[src/rtl/io_pkg.sv]
// Shared constants for the board-input conditioning path and the input register stage.
package io_pkg;

    localparam int IO_PORT_W       = 32;
    localparam int IO_TICK_DIV     = 1000;
    localparam int IO_STABLE_TICKS = 8;
    localparam int IO_CNT_W        = 4;

    // What a debounce bit does on the current clock edge.
    typedef enum logic [1:0] {
        DB_AGREE  = 2'd0,
        DB_HOLD   = 2'd1,
        DB_COUNT  = 2'd2,
        DB_COMMIT = 2'd3
    } db_action_e;

    // Prescaler counter width; a divide-by-1 still needs one bit to exist.
    function automatic int presc_w(input int tick_div);
        return (tick_div > 1) ? $clog2(tick_div) : 1;
    endfunction

endpackage

[src/rtl/io_debounce_bit.sv]
// One conditioned input bit: two-flop synchroniser, tick-based stability counter, debounced level.
import io_pkg::*;

module io_debounce_bit #(
    parameter int STABLE_TICKS = IO_STABLE_TICKS,
    parameter int CNT_W        = IO_CNT_W
) (
    input  logic io_clk,
    input  logic resetn,
    input  logic raw,
    input  logic tick,
    output logic deb,
    output logic upd
);

    logic             sync1_q, sync1_d;
    logic             sync2_q, sync2_d;
    logic             deb_q, deb_d;
    logic [CNT_W-1:0] cnt_q, cnt_d;
    db_action_e       act;

    localparam logic [CNT_W-1:0] CNT_LAST = CNT_W'(STABLE_TICKS - 1);

    always_comb begin
        sync1_d = raw;
        sync2_d = sync1_q;

        if (sync2_q == deb_q) begin
            act = DB_AGREE;
        end else if (!tick) begin
            act = DB_HOLD;
        end else if (cnt_q == CNT_LAST) begin
            act = DB_COMMIT;
        end else begin
            act = DB_COUNT;
        end

        // Any return to agreement wipes the count, so a glitch never leaves a partial update.
        cnt_d = cnt_q;
        deb_d = deb_q;
        unique case (act)
            DB_AGREE:  cnt_d = '0;
            DB_HOLD:   cnt_d = cnt_q;
            DB_COUNT:  cnt_d = cnt_q + CNT_W'(1);
            DB_COMMIT: begin
                cnt_d = '0;
                deb_d = sync2_q;
            end
            default:   cnt_d = '0;
        endcase
    end

    always_ff @(posedge io_clk or negedge resetn) begin
        if (!resetn) begin
            sync1_q <= 1'b0;
            sync2_q <= 1'b0;
            deb_q   <= 1'b0;
            cnt_q   <= '0;
        end else begin
            sync1_q <= sync1_d;
            sync2_q <= sync2_d;
            deb_q   <= deb_d;
            cnt_q   <= cnt_d;
        end
    end

    assign deb = deb_q;
    assign upd = (act == DB_COMMIT);

endmodule

[src/rtl/io_input_debounce.sv]
// Debounces WIDTH raw board inputs on a shared tick prescaler; feeds in_port0..2 of the input stage.
// Define IO_EDGE_LATCH_EN to build the sticky rising-edge flags; otherwise edge_flags reads 0.
import io_pkg::*;

module io_input_debounce #(
    parameter int WIDTH        = IO_PORT_W,
    parameter int TICK_DIV     = IO_TICK_DIV,
    parameter int STABLE_TICKS = IO_STABLE_TICKS,
    parameter int CNT_W        = IO_CNT_W
) (
    input  logic             io_clk,
    input  logic             resetn,
    input  logic [WIDTH-1:0] raw_in,
    input  logic [WIDTH-1:0] clr_edges,
    output logic [WIDTH-1:0] deb_out,
    output logic             changed,
    output logic [WIDTH-1:0] edge_flags
);

    localparam int PRE_W = presc_w(TICK_DIV);
    localparam logic [PRE_W-1:0] PRE_LAST = PRE_W'(TICK_DIV - 1);

    logic [PRE_W-1:0] pre_q, pre_d;
    logic             tick;
    logic             changed_q, changed_d;
    logic [WIDTH-1:0] deb_vec;
    logic [WIDTH-1:0] upd_vec;

    always_comb begin
        tick      = (pre_q == PRE_LAST);
        pre_d     = tick ? '0 : pre_q + PRE_W'(1);
        changed_d = |upd_vec;
    end

    always_ff @(posedge io_clk or negedge resetn) begin
        if (!resetn) begin
            pre_q     <= '0;
            changed_q <= 1'b0;
        end else begin
            pre_q     <= pre_d;
            changed_q <= changed_d;
        end
    end

    for (genvar i = 0; i < WIDTH; i++) begin : g_bit
        io_debounce_bit #(
            .STABLE_TICKS (STABLE_TICKS),
            .CNT_W        (CNT_W)
        ) u_bit (
            .io_clk (io_clk),
            .resetn (resetn),
            .raw    (raw_in[i]),
            .tick   (tick),
            .deb    (deb_vec[i]),
            .upd    (upd_vec[i])
        );
    end

    assign deb_out = deb_vec;
    assign changed = changed_q;

`ifdef IO_EDGE_LATCH_EN
    logic [WIDTH-1:0] flags_q, flags_d;
    logic [WIDTH-1:0] rise;

    // An update on a bit currently at 0 can only be a 0->1 transition; set beats clear.
    always_comb begin
        rise    = upd_vec & ~deb_vec;
        flags_d = (flags_q & ~clr_edges) | rise;
    end

    always_ff @(posedge io_clk or negedge resetn) begin
        if (!resetn) begin
            flags_q <= '0;
        end else begin
            flags_q <= flags_d;
        end
    end

    assign edge_flags = flags_q;
`else
    logic unused_clr_edges;
    assign unused_clr_edges = ^clr_edges;
    assign edge_flags       = '0;
`endif

endmodule
[config.mk]
export PLATFORM = sky130hd
export DESIGN_NAME = io_input_debounce
export DESIGN_NICKNAME = d
export VERILOG_FILES = /design/src/rtl/io_pkg.sv /design/src/rtl/io_debounce_bit.sv /design/src/rtl/io_input_debounce.sv
export SDC_FILE = /design/constraint.sdc
export NUM_CORES = 1
export LEC_CHECK = 0
export CORE_UTILIZATION = 30
export CTS_CLUSTER_DIAMETER = 120
export CTS_CLUSTER_SIZE = 40
export DETAILED_ROUTE_END_ITERATION = 7
export HOLD_SLACK_MARGIN = 0.02
export SLEW_MARGIN = 20
export SYNTH_ARGS = -nofsm -noshare
export SYNTH_HDL_FRONTEND = slang
export SYNTH_HIERARCHICAL = 1
export SYNTH_SLANG_ARGS = --single-unit
[constraint.sdc]
create_clock -name io_clk -period 3.2 [get_ports io_clk]
set_input_delay 0.96 -clock io_clk [delete_from_list [all_inputs] [get_ports io_clk]]
set_output_delay 0.96 -clock io_clk [all_outputs]
set_load 0.02 [all_outputs]
; Yosys cells after proc, flatten, opt, wreduce, memory -nomap -nowiden
; Cells that the tools add are included.
[op_classes]
n_mul = 0
bitwise = 0
mux = 129
magnitude_cmp = 0
div = 0
n_eq_ne = 161
addsub = 33
shifts = 0
n_reduce_logical = 65
[ops]
columns = op, n
row1 = 4-bit one-hot mux with 2 select lines, 32
row2 = "4-bit by 1-bit adder with 4-bit output, second input constant", 32
row3 = "2-bit == test, second input constant", 64
row4 = "4-bit by 3-bit == test with 1-bit output, second input constant", 32
row5 = 2-bit 2-to-1 mux, 64
row6 = "2-bit by 1-bit == test with 1-bit output, second input constant", 32
row7 = 2-bit zero test, 32
row8 = 2-bit OR reduction, 32
row9 = 1-bit == test, 32
row10 = 1-bit 2-to-1 mux, 32
row11 = 32-bit OR reduction, 1
row12 = "10-bit by 1-bit adder with 10-bit output, second input constant", 1
row13 = "10-bit == test, second input constant", 1
row14 = 10-bit 2-to-1 mux, 1
[word_totals]
out_inout_bits = 65
rom_bits = 0
ram_bits = 0
word_cells = 518
regBits = 235
latchBits = 0
n_memories = 0

; Longest topological paths before layout
; Gate-level depths: netlist (run 1).
[logic_depth]
word_depth = 7
mapped_depth = 9
mapped_depth_nobuf = 9

; Hierarchy
; The synthesis (run 1) kept the hierarchy.
[by_module_without_submodules]
columns = mod, area_per_inst_um2, seq_area_each_um2, n_inst, cells_each
row1 = io_debounce_bit, 344.1, 175.2, 32, 32
row2 = io_input_debounce, 818.3, 275.3, 1, 88

; Least setup slack after synthesis (run 1)
; No wires, ideal clock.
[synth_path]
path_type = register to register
startpoint = register pre_q[0]
endpoint = register changed_q (netlist: changed)
arrival_time_ns = 3.149
path_stages_with_launch = 10
required_ns = 3.073
slack_ns = -0.076
n_path_buf = 0
period_less_slack_ns = 3.276
setup_ns = 0.127
path_cell_list = dfrtp_1 -> ha_1 -> nand4b_2 -> nor3_4 -> o21ai_0 -> and2_1 -> ha_1 -> nor4_1 -> nand4_1 -> or2_2
[synth_via]
elab_chain_cells = 5
[synth_rtl]
columns = item, line_no
row1 = start: declaration, io_input_debounce.sv:23  ; logic [PRE_W-1:0] pre_q, pre_d;
row2 = start signal: assignment, io_input_debounce.sv:40  ; pre_q <= pre_d;
row3 = 10-bit == test, io_input_debounce.sv:30  ; tick = (pre_q == PRE_LAST);
row4 = via tick, io_input_debounce.sv:24  ; logic tick;
row5 = 2-bit 2-to-1 mux, io_debounce_bit.sv:30  ; end else if (!tick) begin
row6 = 2-bit 2-to-1 mux, io_debounce_bit.sv:28  ; if (sync2_q == deb_q) begin
row7 = 2-bit == test, io_debounce_bit.sv:68  ; assign upd = (act == DB_COMMIT);
row8 = via upd_vec[24], io_input_debounce.sv:27  ; logic [WIDTH-1:0] upd_vec;
row9 = 32-bit OR reduction, io_input_debounce.sv:32  ; changed_d = |upd_vec;
row10 = via changed_d, io_input_debounce.sv:25  ; logic changed_q, changed_d;
row11 = end signal: assignment, io_input_debounce.sv:41  ; changed_q <= changed_d;
row12 = end: declaration, io_input_debounce.sv:25
; The timed path passes the listed nets, and every way through them passes these cells.
; A chain may end at the register's enable or synchronous reset.

; Final worst setup path (run 1)
; Ends and elaborated chain as after synthesis.

==> out/metrics.yaml, run 1 <==
clocking:
  cts_setup_buffers: 0
  cts_resized: 0
  htreeDepth: 1
  cts_buffers: 10
  clkSlewWorstSetupHoldPaths_ns: 0.14
  cts_tree: "yes"
  cts.path.max_buffers: 3
  cts_sinks: 235
  clock_latency_ns: 0.49
  cts_root_buf: "clkbuf_16"
outcome:
  status: "completed"
synth:
  synth_simple_gate_area_share_pct: 15.9
  ys_warn_count: 6
  synth.area.top_cells: "dfrtp_1 (50%), ha_1 (14%), o21ai_0 (6.9%)"
  synth-compound-area-share_pct: 8.91
  yosysTopAreaCell: "dfrtp_1"
  synthAdderAreaFrac_pct: 13.6
  muxShareOfSynthArea_pct: 6.09
  synth_seq_cells: 235
  synthXorXnorAreaFrac_pct: 2.67
  synth.avg_cell_area_um2: 10.6
  yosysUniqueCellTypes: 32
  synth_area_um2: 11800
  synth_seq_area_share_pct: 49.7
  synthCells: 1112
  synth_top_family_by_area: "simple AND/OR/NAND/NOR gates"
  yosys.area.top_type_share_pct: 49.7
drt:
  drc_errors: 0
  ant_nets: 0
  routed_wl_mm: 20.4
  first_pass_iters: 4
  wl_per_cell_um: 11.7
  vias: 7867
  drtIter0Drc: 320
  avgViaCountPerCell: 4.53
timing:
  max-slew-margin-rel_pct: 55.6
  rsz0062_at_grt: "no"
  setup_violations: 0
  min_period_ns: 2.93
  tightestPinTransition_ns: 0.666
  setup_tns_ns: 0
  fin_skew_ns: 0.0293
  fin_crit_sh_pct: 91.6
  hold_viol: 0
  finalMaxSlewViolations: 0
  timing.fmax_ghz: 0.341
worst_setup_path:
  endpoint: "changed"
  end_kind: "flop"
  r2r-end: "changed"
  crit_family: "simple AND/OR/NAND/NOR gates"
  crit_path_cell_trace: "ha_2 > nand4b_2 > nor3_4 > buf_12 > o21ai_1 > and2_1 > ha_1 > nor4_1 > buf_4 > nand4_1 > or2_2"
  crit_buf_inv: 2
  path_max_fanout: 29
  reg2reg_slack_ns: 0.27
  critical_path_class: "reg2reg"
  cp.required_ns: 3.58
  ff2ff_path_depth: 11
  reg2reg_from: "pre_q[0]"
  cp.arrival_ns: 3.31
  startpoint: "pre_q[0]"
  slowest_stage: "dfrtp_1"
  cpPeakStageDelay_ns: 0.44
  startpoint_type: "flop"
  worst-path-stages: 11
power_and_ir_drop:
  power_density_nw_per_um2: 414
  leakagePower_nw: 6.57
  ir_drop_mv: 0.323
global_routing:
  antenna_found_initial: 0
  grt_usage_pct: 10.3
  first_global_vias: 7710
  grt_max_degree: 85
  grt_pass1_wl_mm: 35.5
  grt_overflow_total: 0
finish:
  final_common_cell: "dfrtp_1"
  area_growth_pct: 15.3
  antenna_cells: 0
  drive_above_1_share_pct: 11.8
  design_area_um2: 13600
  final_cell_mix: "dfrtp_1 (235), nand2_1 (163), o21ai_0 (140)"
  layout.nets: 1408
placement:
  gp_congestion: 0.770
  dp_hpwl_mm: 14.7
  place_area_um2: 13300
  io_buffers: 66
hold_path:
  min_from: "g_bit[24].u_bit/sync1_q"
  worst_hold_path_type: "reg2reg"
  holdPathStages: 0
floorplan:
  die_y_um: 201
  coreArea_um2: 38700
  pin_count: 131
  die_w_um: 201
  design.die.area_um2: 40200
  placementRows: 72
  initial_utilization_pct: 30.5
run:
  maxCapViolations: 0
## registers in the layout (all words and copies together), names as in the netlist
register and cells:
g_bit.u_bit/cnt_q 128, g_bit.u_bit/sync2_q 32, changed 1, pre_q 10
g_bit.u_bit/sync1_q 32, g_bit.u_bit/deb 32
## logic make-up (layout without fill, tap and decap cells)
| group | Yosys count | in the layout |
|---|---|---|
| simple gates | 383 | 383 |
| mux | 64 | 64 |
| fa+ha+maj | 129 | 129 |
| flops | 235 | 235 |
| buf+inv | 64 | 138 |
| xor+xnor | 36 | 36 |
| compound gates | 200 | 200 |
| other cells | 1 | 32 |
## metal layers
layer,GRT usage [%],vias to the layer above,wire length [um]
met2,18.6,86,10100
met5,0,-,0
met1,13.0,3773,9460
met4,2.07,0,263
li1,-,3991,-
met3,1.48,17,565
## synthesized netlist by cell type
library cell	n
a21oi_1	2
a22o_1	1
a31oi_1	32
and2_1	32
and2b_2	1
and4_1	1
buf_4	32
conb_1	1
dfrtp_1	235
ha_1	129
inv_1	32
mux2_2	64
nand2_1	163
nand2b_1	32
nand3_1	3
nand3_2	1
nand4_1	35
nand4b_2	1
nor2_1	36
nor2_2	32
nor2b_1	1
nor3_1	33
nor3_4	1
nor4_1	8
o21ai_0	162
o21ai_1	1
o21ba_2	1
o22a_1	1
or2_2	1
or3_1	2
xnor2_1	2
xor2_1	34
## per-stage QoR
| step | instances | hold WS [ns] | setup slack (ns) | total power [mW] | util, % |
|---|---|---|---|---|---|
| after global placement | 1720 | 0.333 | 0.226 | 3.94 | 34.3 |
| after global routing | 1735 | 0.370 | 0.0213 | 5.96 | 35.2 |
| after floorplan | 1143 | 0.331 | 0.0142 | 3.76 | - |
| after CTS | 1736 | 0.361 | 0.145 | 5.77 | 35.2 |
| final | 1735 | 0.351 | 0.269 | 5.65 | 35.2 |
| after detailed placement | 1720 | 0.335 | 0.175 | 3.97 | 34.3 |
## worst min-delay path by stage
stage | to | slack, ns
6_report | g_bit[24].u_bit/sync2_q | 0.35
5_1_grt | g_bit[20].u_bit/sync2_q | 0.37
4_1_cts | g_bit[17].u_bit/sync2_q | 0.36
3_5_place_dp | g_bit[15].u_bit/sync2_q | 0.33
3_3_place_gp | g_bit[15].u_bit/sync2_q | 0.33
2_1_floorplan | g_bit[0].u_bit/sync2_q | 0.33
## worst reg2reg max path: stages, from the launching register on
cell,delay [ns]
dfrtp_1,0.44
ha_2,0.24
nand4b_2,0.15
nor3_4,0.25
buf_12,0.23
o21ai_1,0.10
and2_1,0.17
ha_1,0.19
nor4_1,0.34
buf_4,0.18
nand4_1,0.20
or2_2,0.34
## cell type report
type	instances	area, um2
Fill cell	3876	25100
Sequential cell	235	5880
Multi-Input combinational cell	844	5710
Timing Repair Buffer	90	908
Tap cell	518	648
Clock buffer	12	289
Inverter	32	120
Clock inverter	4	80.1
## power breakdown
group / internal, mW / leakage, nW / switching (mW)
registers: 3.15 / 3.04 / 0.171
clock network: 0.765 / 0.178 / 0.986
logic: 0.261 / 3.35 / 0.320
total: 4.17 / 6.57 / 1.48
## what timing repair did
action                                 4_1_cts  5_1_grt
setup endpoints to repair                    0        1
endpoints found under the hold margin        0        0
hold buffers                                 0        0
Note: power is estimated with default switching activity, not from simulation.
==> run 2: changes to the inputs <==
clock period = 2.48 ns   (was 3.2 ns; I/O delays follow)
==> run 2 against run 1 <==
Effect of this change:
- count of clock-buffer cells in the layout grew 2
- flip-flop and latch count is the same
- die area unchanged
- largest power group unchanged
- routed wire length rose by 8.7%
- register-to-register slack worse by 0.26 ns
- fmax is 19% higher
- critical path type unchanged
==> out/metrics.yaml, run 2 (synthesized netlist as in run 1, its figures left out) <==
outcome:
  status: "completed"  # unchanged
drt:
  vias: 8249  # was 7867
  avgViaCountPerCell: 4.55  # was 4.53
  first_pass_iters: 6  # was 4
  drc_errors: 0  # unchanged
  drtIter0Drc: 256  # was 320
  routed_wl_mm: 22.1  # was 20.4 mm
  ant_nets: 0  # unchanged
  wl_per_cell_um: 12.2  # was 11.7 um
worst_setup_path:
  crit_buf_inv: 7  # was 2
  slowest_stage: "dfrtp_1"  # unchanged
  path_max_fanout: 7  # was 29
  cp.required_ns: 2.89  # was 3.58 ns
  end_kind: "flop"  # unchanged
  cpPeakStageDelay_ns: 0.43  # was 0.44 ns
  crit_path_cell_trace: "ha_4 > nand4b_4 > nor3_4 > buf_6 > buf_12 > buf_8 > buf_12 > buf_6 > nand2_4 > inv_4 > ha_4 > nor4_4 > buf_4 > nand4_1 > or2_4"  # was ha_2 > nand4b_2 > nor3_4 > buf_12 > o21ai_1 > and2_1 > ha_1 > nor4_1 > buf_4 > nand4_1 > or2_2
  cp.arrival_ns: 2.88  # was 3.31 ns
  startpoint_type: "flop"  # unchanged
  crit_family: "buffers and inverters"  # was simple AND/OR/NAND/NOR gates
  critical_path_class: "reg2reg"  # unchanged
power_and_ir_drop:
  switching_share_pct: 27.6  # was 26.2%
  leakagePower_nw: 7.20  # was 6.57 nW
  switching_power_mw: 2.13  # was 1.48 mW
  pwr-share-clk_pct: 32.3  # was 31.0%
  totalPowerFinal_mw: 7.70  # was 5.65 mW
  seq_power_share_pct: 55.6  # was 58.7%
  p_int_mw: 5.58  # was 4.17 mW
  ir_drop_mv: 0.358  # was 0.323 mV
  power_density_nw_per_um2: 504  # was 414 nW/um2
  pwr-share-comb_pct: 12.1  # was 10.3%
clocking:
  clock_latency_ns: 0.51  # was 0.49 ns
  cts_root_buf: "clkbuf_16"  # unchanged
  cts.path.max_buffers: 3  # unchanged
  hold_buffers: 0  # unchanged
  htreeDepth: 1  # unchanged
  cts_sinks: 235  # unchanged
  clkSlewWorstSetupHoldPaths_ns: 0.13  # was 0.14 ns
  cts_tree: "yes"  # unchanged
  cts_buffers: 12  # was 10
global_routing:
  grt_overflow_total: 0  # unchanged
  grt_usage_pct: 11.1  # was 10.3%
  first_global_vias: 8240  # was 7710
  grt_pass1_wl_mm: 38.2  # was 35.5 mm
  antenna_found_initial: 0  # unchanged
  grt_max_degree: 48  # was 85
timing:
  fin_crit_sh_pct: 99.6  # was 91.6%
  fin_skew_ns: 0.0390  # was 0.0293 ns
  setup_violations: 0  # unchanged
  rsz0062_at_grt: "yes"  # was no
  hold_viol: 0  # unchanged
  finalMaxSlewViolations: 0  # unchanged
  min_period_ns: 2.47  # was 2.93 ns
  setup_tns_ns: 0  # unchanged
  timing.fmax_ghz: 0.405  # was 0.341 GHz
finish:
  final_common_cell: "dfrtp_1"  # unchanged
  area_growth_pct: 29.1  # was 15.3%
  antenna_cells: 0  # unchanged
  fin_util_pct: 39.4  # was 35.2%
  largest_reg_flops: 128  # unchanged
  design_area_um2: 15300  # was 13600 um2
  final_cell_mix: "dfrtp_1 (235), nand2_1 (145), o21ai_1 (130)"  # was dfrtp_1 (235), nand2_1 (163), o21ai_0 (140)
  layout.nets: 1484  # was 1408
  nFillCells: 3733  # was 3876
  drive_above_1_share_pct: 28.3  # was 11.8%
  instances_no_fill: 1813  # was 1735
  top_register: "g_bit.u_bit/cnt_q"  # unchanged
floorplan:
  initial_utilization_pct: 30.5  # unchanged
  die_w_um: 201  # unchanged
  coreArea_um2: 38700  # unchanged
  design.die.area_um2: 40200  # unchanged
  die_y_um: 201  # unchanged
  pin_count: 131  # unchanged
  placementRows: 72  # unchanged
placement:
  dp.cells: 1767  # was 1720
  place_area_um2: 14200  # was 13300 um2
  io_buffers: 66  # unchanged
  dp_hpwl_mm: 15.2  # was 14.7 mm
  gp_congestion: 0.748  # was 0.770
hold_path:
  worst_hold_path_type: "in2async"  # was reg2reg
run:
  maxCapViolations: 0  # unchanged
-- run 2: path summary, 6_finish.rpt --
path                                    startpoint                  endpoint  slack [ns]  depth (start not counted)
setup / recovery                          pre_q[1]                   changed       0.009                         15
hold / removal                              resetn   g_bit[23].u_bit/sync1_q        0.12                          1
setup reg to reg                          pre_q[1]                   changed       0.009                         15
hold reg to reg            g_bit[13].u_bit/sync1_q   g_bit[13].u_bit/sync2_q        0.35                          0
max in group asynchronous                   resetn  g_bit[25].u_bit/cnt_q[2]        1.69                          2
min in group io_clk        g_bit[13].u_bit/sync1_q   g_bit[13].u_bit/sync2_q        0.35                          0
-- run 2: per-stage QoR --
| stage | hold WS (ns) | setup slack, ns |
|---|---|---|
| 5_1_grt | 0.112 | -0.102 |
| 6_report | 0.115 | 0.00894 |
| 3_3_place_gp | 0.334 | -0.273 |
| 3_5_place_dp | 0.335 | -0.325 |
| 4_1_cts | 0.109 | -0.0896 |
| 2_1_floorplan | 0.331 | -0.594 |
-- run 2: layer usage --
| layer | global-route usage, % | vias to the layer above | part of all wire (%) |
|---|---|---|---|
| met1 | 14.5 | 3989 | 47 |
| li1 | - | 4158 | - |
| met4 | 2.64 | 0 | 2.0 |
| met2 | 19.4 | 85 | 48 |
| met5 | 0 | - | 0 |
| met3 | 1.57 | 17 | 2.5 |
-- run 2: final cells by class --
type,count,area (um2),share of cell area [%]
clock buffer,14,329,2.15
multi-input combinational,844,6610,43.2
tap,518,648,4.24
timing repair buffer,164,1580,10.3
inverter,32,123,0.803
clock inverter,6,108,0.705
sequential,235,5880,38.5
-- run 2: repair_timing --
| action | 4_1_cts | 5_1_grt |
|---|---|---|
| setup buffers | 20 | 5 |
| cloned | 2 | 0 |
| pin swaps | 10 | 17 |
| setup endpoints to repair | 25 | 20 |
| gates resized for setup | 30 | 82 |
-- run 2: power by group through the flow --
stage                     clock, mW  sequential, mW  combinational [mW]
after floorplan                   0            4.30               0.661
after global placement            0            4.34               0.895
after detailed placement          0            4.35               0.926
after CTS                      2.64            4.28               0.931
after global routing           2.76            4.32                1.06
final                          2.49            4.28               0.931
==> run 3: changes to the inputs <==
CTS_CLUSTER_DIAMETER = 30   (was 120)
PLACE_DENSITY = 0.48   (was unset)
==> run 3 against run 2 <==
Effect of this change:
- largest power group is now clock
- non-clock buffer count up 6
- flip-flop and latch count unchanged
- worst hold slack worse by 0.014 ns
- setup slack worse by 0.041 ns
- fmax down 1.6%
- sequential power about the same
- via count up 3.8%
- the run now ends with setup timing left
- power up 95%
- first-iteration DRC count up 36%
- register-to-register slack worse by 0.04 ns
- cell count up 6.5%
==> out/metrics.yaml, run 3 (synthesized netlist as in run 1, its figures left out) <==
outcome:
  status: "complete, but fails checks"  # was completed
  violations: "setup timing"
floorplan:
  design.die.area_um2: 40200  # unchanged
  placementRows: 72  # unchanged
  initial_utilization_pct: 30.5  # unchanged
  die_y_um: 201  # unchanged
  die_w_um: 201  # unchanged
  coreArea_um2: 38700  # unchanged
  pin_count: 131  # unchanged
timing:
  hold_viol: 0  # unchanged
  rsz0062_at_grt: "yes"  # unchanged
  fin_skew_ns: 0.0185  # was 0.0390 ns
  timing.fmax_ghz: 0.398  # was 0.405 GHz
  setup_tns_ns: -0.0324  # was 0 ns
  min_period_ns: 2.51  # was 2.47 ns
  timing.final.ws_setup_ns: -0.0324  # was 0.00894 ns
  fin_crit_sh_pct: 101  # was 99.6%
  finalMaxSlewViolations: 0  # unchanged
  setup_violations: 1  # was 0
hold_path:
  worst_hold_path_type: "in2async"  # unchanged
placement:
  dp_hpwl_mm: 15.5  # was 15.2 mm
  io_buffers: 66  # unchanged
  gp_congestion: 0.748  # about the same
global_routing:
  grt_pass1_wl_mm: 39.8  # was 38.2 mm
  grt_max_degree: 65  # was 48
  first_global_vias: 8571  # was 8240
  grt_overflow_total: 0  # unchanged
  grt_usage_pct: 11.9  # was 11.1%
  antenna_found_initial: 0  # unchanged
finish:
  final_common_cell: "dfrtp_1"  # unchanged
  layout.nets: 1550  # was 1484
  largest_reg_flops: 128  # unchanged
  fin_util_pct: 45.0  # was 39.4%
  nFillCells: 3655  # was 3733
  top_register: "g_bit.u_bit/cnt_q"  # unchanged
  final_cell_mix: "dfrtp_1 (235), nand2_1 (162), o21ai_1 (124)"  # was dfrtp_1 (235), nand2_1 (145), o21ai_1 (130)
  area_growth_pct: 47.3  # was 29.1%
  drive_above_1_share_pct: 31.9  # was 28.3%
  antenna_cells: 0  # unchanged
power_and_ir_drop:
  leakagePower_nw: 8.24  # was 7.20 nW
  ir_drop_mv: 0.605  # was 0.358 mV
  power_density_nw_per_um2: 862  # was 504 nW/um2
drt:
  wl_per_cell_um: 12.3  # was 12.2 um
  first_pass_iters: 6  # unchanged
  vias: 8560  # was 8249
  drtIter0Drc: 347  # was 256
  ant_nets: 0  # unchanged
  avgViaCountPerCell: 4.44  # was 4.55
  routed_wl_mm: 23.8  # was 22.1 mm
  drc_errors: 0  # unchanged
clocking:
  cts_tree: "yes"  # unchanged
  clock_latency_ns: 0.56  # was 0.51 ns
  cts_buffers: 72  # was 12
  clkSlewWorstSetupHoldPaths_ns: 0.05  # was 0.13 ns
  cts.path.max_buffers: 3  # unchanged
  hold_buffers: 0  # unchanged
  cts_root_buf: "clkbuf_16"  # unchanged
  htreeDepth: 3  # was 1
  cts_sinks: 235  # unchanged
worst_setup_path:
  path_max_fanout: 8  # was 7
  cp.required_ns: 2.93  # was 2.89 ns
  end_kind: "flop"  # unchanged
  startpoint_type: "flop"  # unchanged
  critical_path_class: "reg2reg"  # unchanged
  cp.arrival_ns: 2.96  # was 2.88 ns
  reg2reg_slack_ns: -0.03  # was 0.009 ns
run:
  maxCapViolations: 0  # unchanged
==> run 3: changes by cell type in the layout (fill, tap and decap cells not counted), sizes merged <==
cell	previous run	this run
bufinv	0	13
clkbuf	14	105
bufbuf	1	0
inv	34	35
clkinv	4	9
clkinvlp	0	4
buf	98	102
==> run 3: critical path, stage by stage (launching register included) <==
cell and delay [ns]:
dfrtp_1 0.38, ha_4 0.17, nand4b_4 0.11, nor3_4 0.25, buf_12 0.18, buf_6 0.11, buf_8 0.12, o21ai_2 0.05
and2_4 0.14, ha_4 0.16, nor4_4 0.24, buf_4 0.16, nand4_1 0.09, or2_4 0.23
==> run 3: routing by layer <==
layer | track usage [%] | up-vias | share of wire, %
li1 | - | 4335 | -
met1 | 15.4 | 4037 | 47
met2 | 18.1 | 133 | 45
met3 | 3.83 | 55 | 4.8
met4 | 5.62 | 0 | 2.9
met5 | 0 | - | 0
==> run 3: path summary, 6_finish.rpt <==
path | endpoint | cells after the start | from
setup / recovery | changed | 13 | pre_q[0]
hold / removal | g_bit[22].u_bit/sync1_q | 1 | resetn
setup reg to reg | changed | 13 | pre_q[0]
hold reg to reg | g_bit[22].u_bit/sync2_q | 0 | g_bit[22].u_bit/sync1_q
max in group asynchronous | g_bit[14].u_bit/cnt_q[1] | 2 | resetn
min in group io_clk | g_bit[22].u_bit/sync2_q | 0 | g_bit[22].u_bit/sync1_q
==> run 3: repair_timing <==
action	in CTS	in global routing
pin swaps	0	14
endpoints found under the setup margin	1	12
setup buffers	0	9
cloned	0	3
resized for setup	5	67
==> run 3: power breakdown <==
part / leakage [nW] / internal (mW) / switching (mW)
Clock: 1.28 / 7.25 / 2.52
Sequential: 3.04 / 4.08 / 0.225
Combinational: 3.92 / 0.476 / 0.465
==> run 3: final cells by class <==
class	count	area [um2]	area share (%)
Timing Repair Buffer	170	1620	9.30
Sequential cell	235	5880	33.7
Clock inverter	29	492	2.82
Clock buffer	102	2130	12.2
Tap cell	518	648	3.72
Multi-Input combinational cell	844	6540	37.5
Inverter	32	120	0.689
==> run 3: stage by stage <==
step / power [mW] / cells / hold slack [ns] / setup slack [ns] / instance area, um2
floorplan: 4.96 / 1143 / 0.331 / -0.594 / 12500
global placement: 5.27 / 1787 / 0.332 / -0.110 / 14300
detailed placement: 5.29 / 1787 / 0.335 / -0.159 / 14300
CTS: 15.3 / 1918 / 0.0843 / -0.0745 / 17000
global route: 15.7 / 1930 / 0.0993 / -0.182 / 17400
finish: 15.0 / 1930 / 0.101 / -0.0324 / 17400
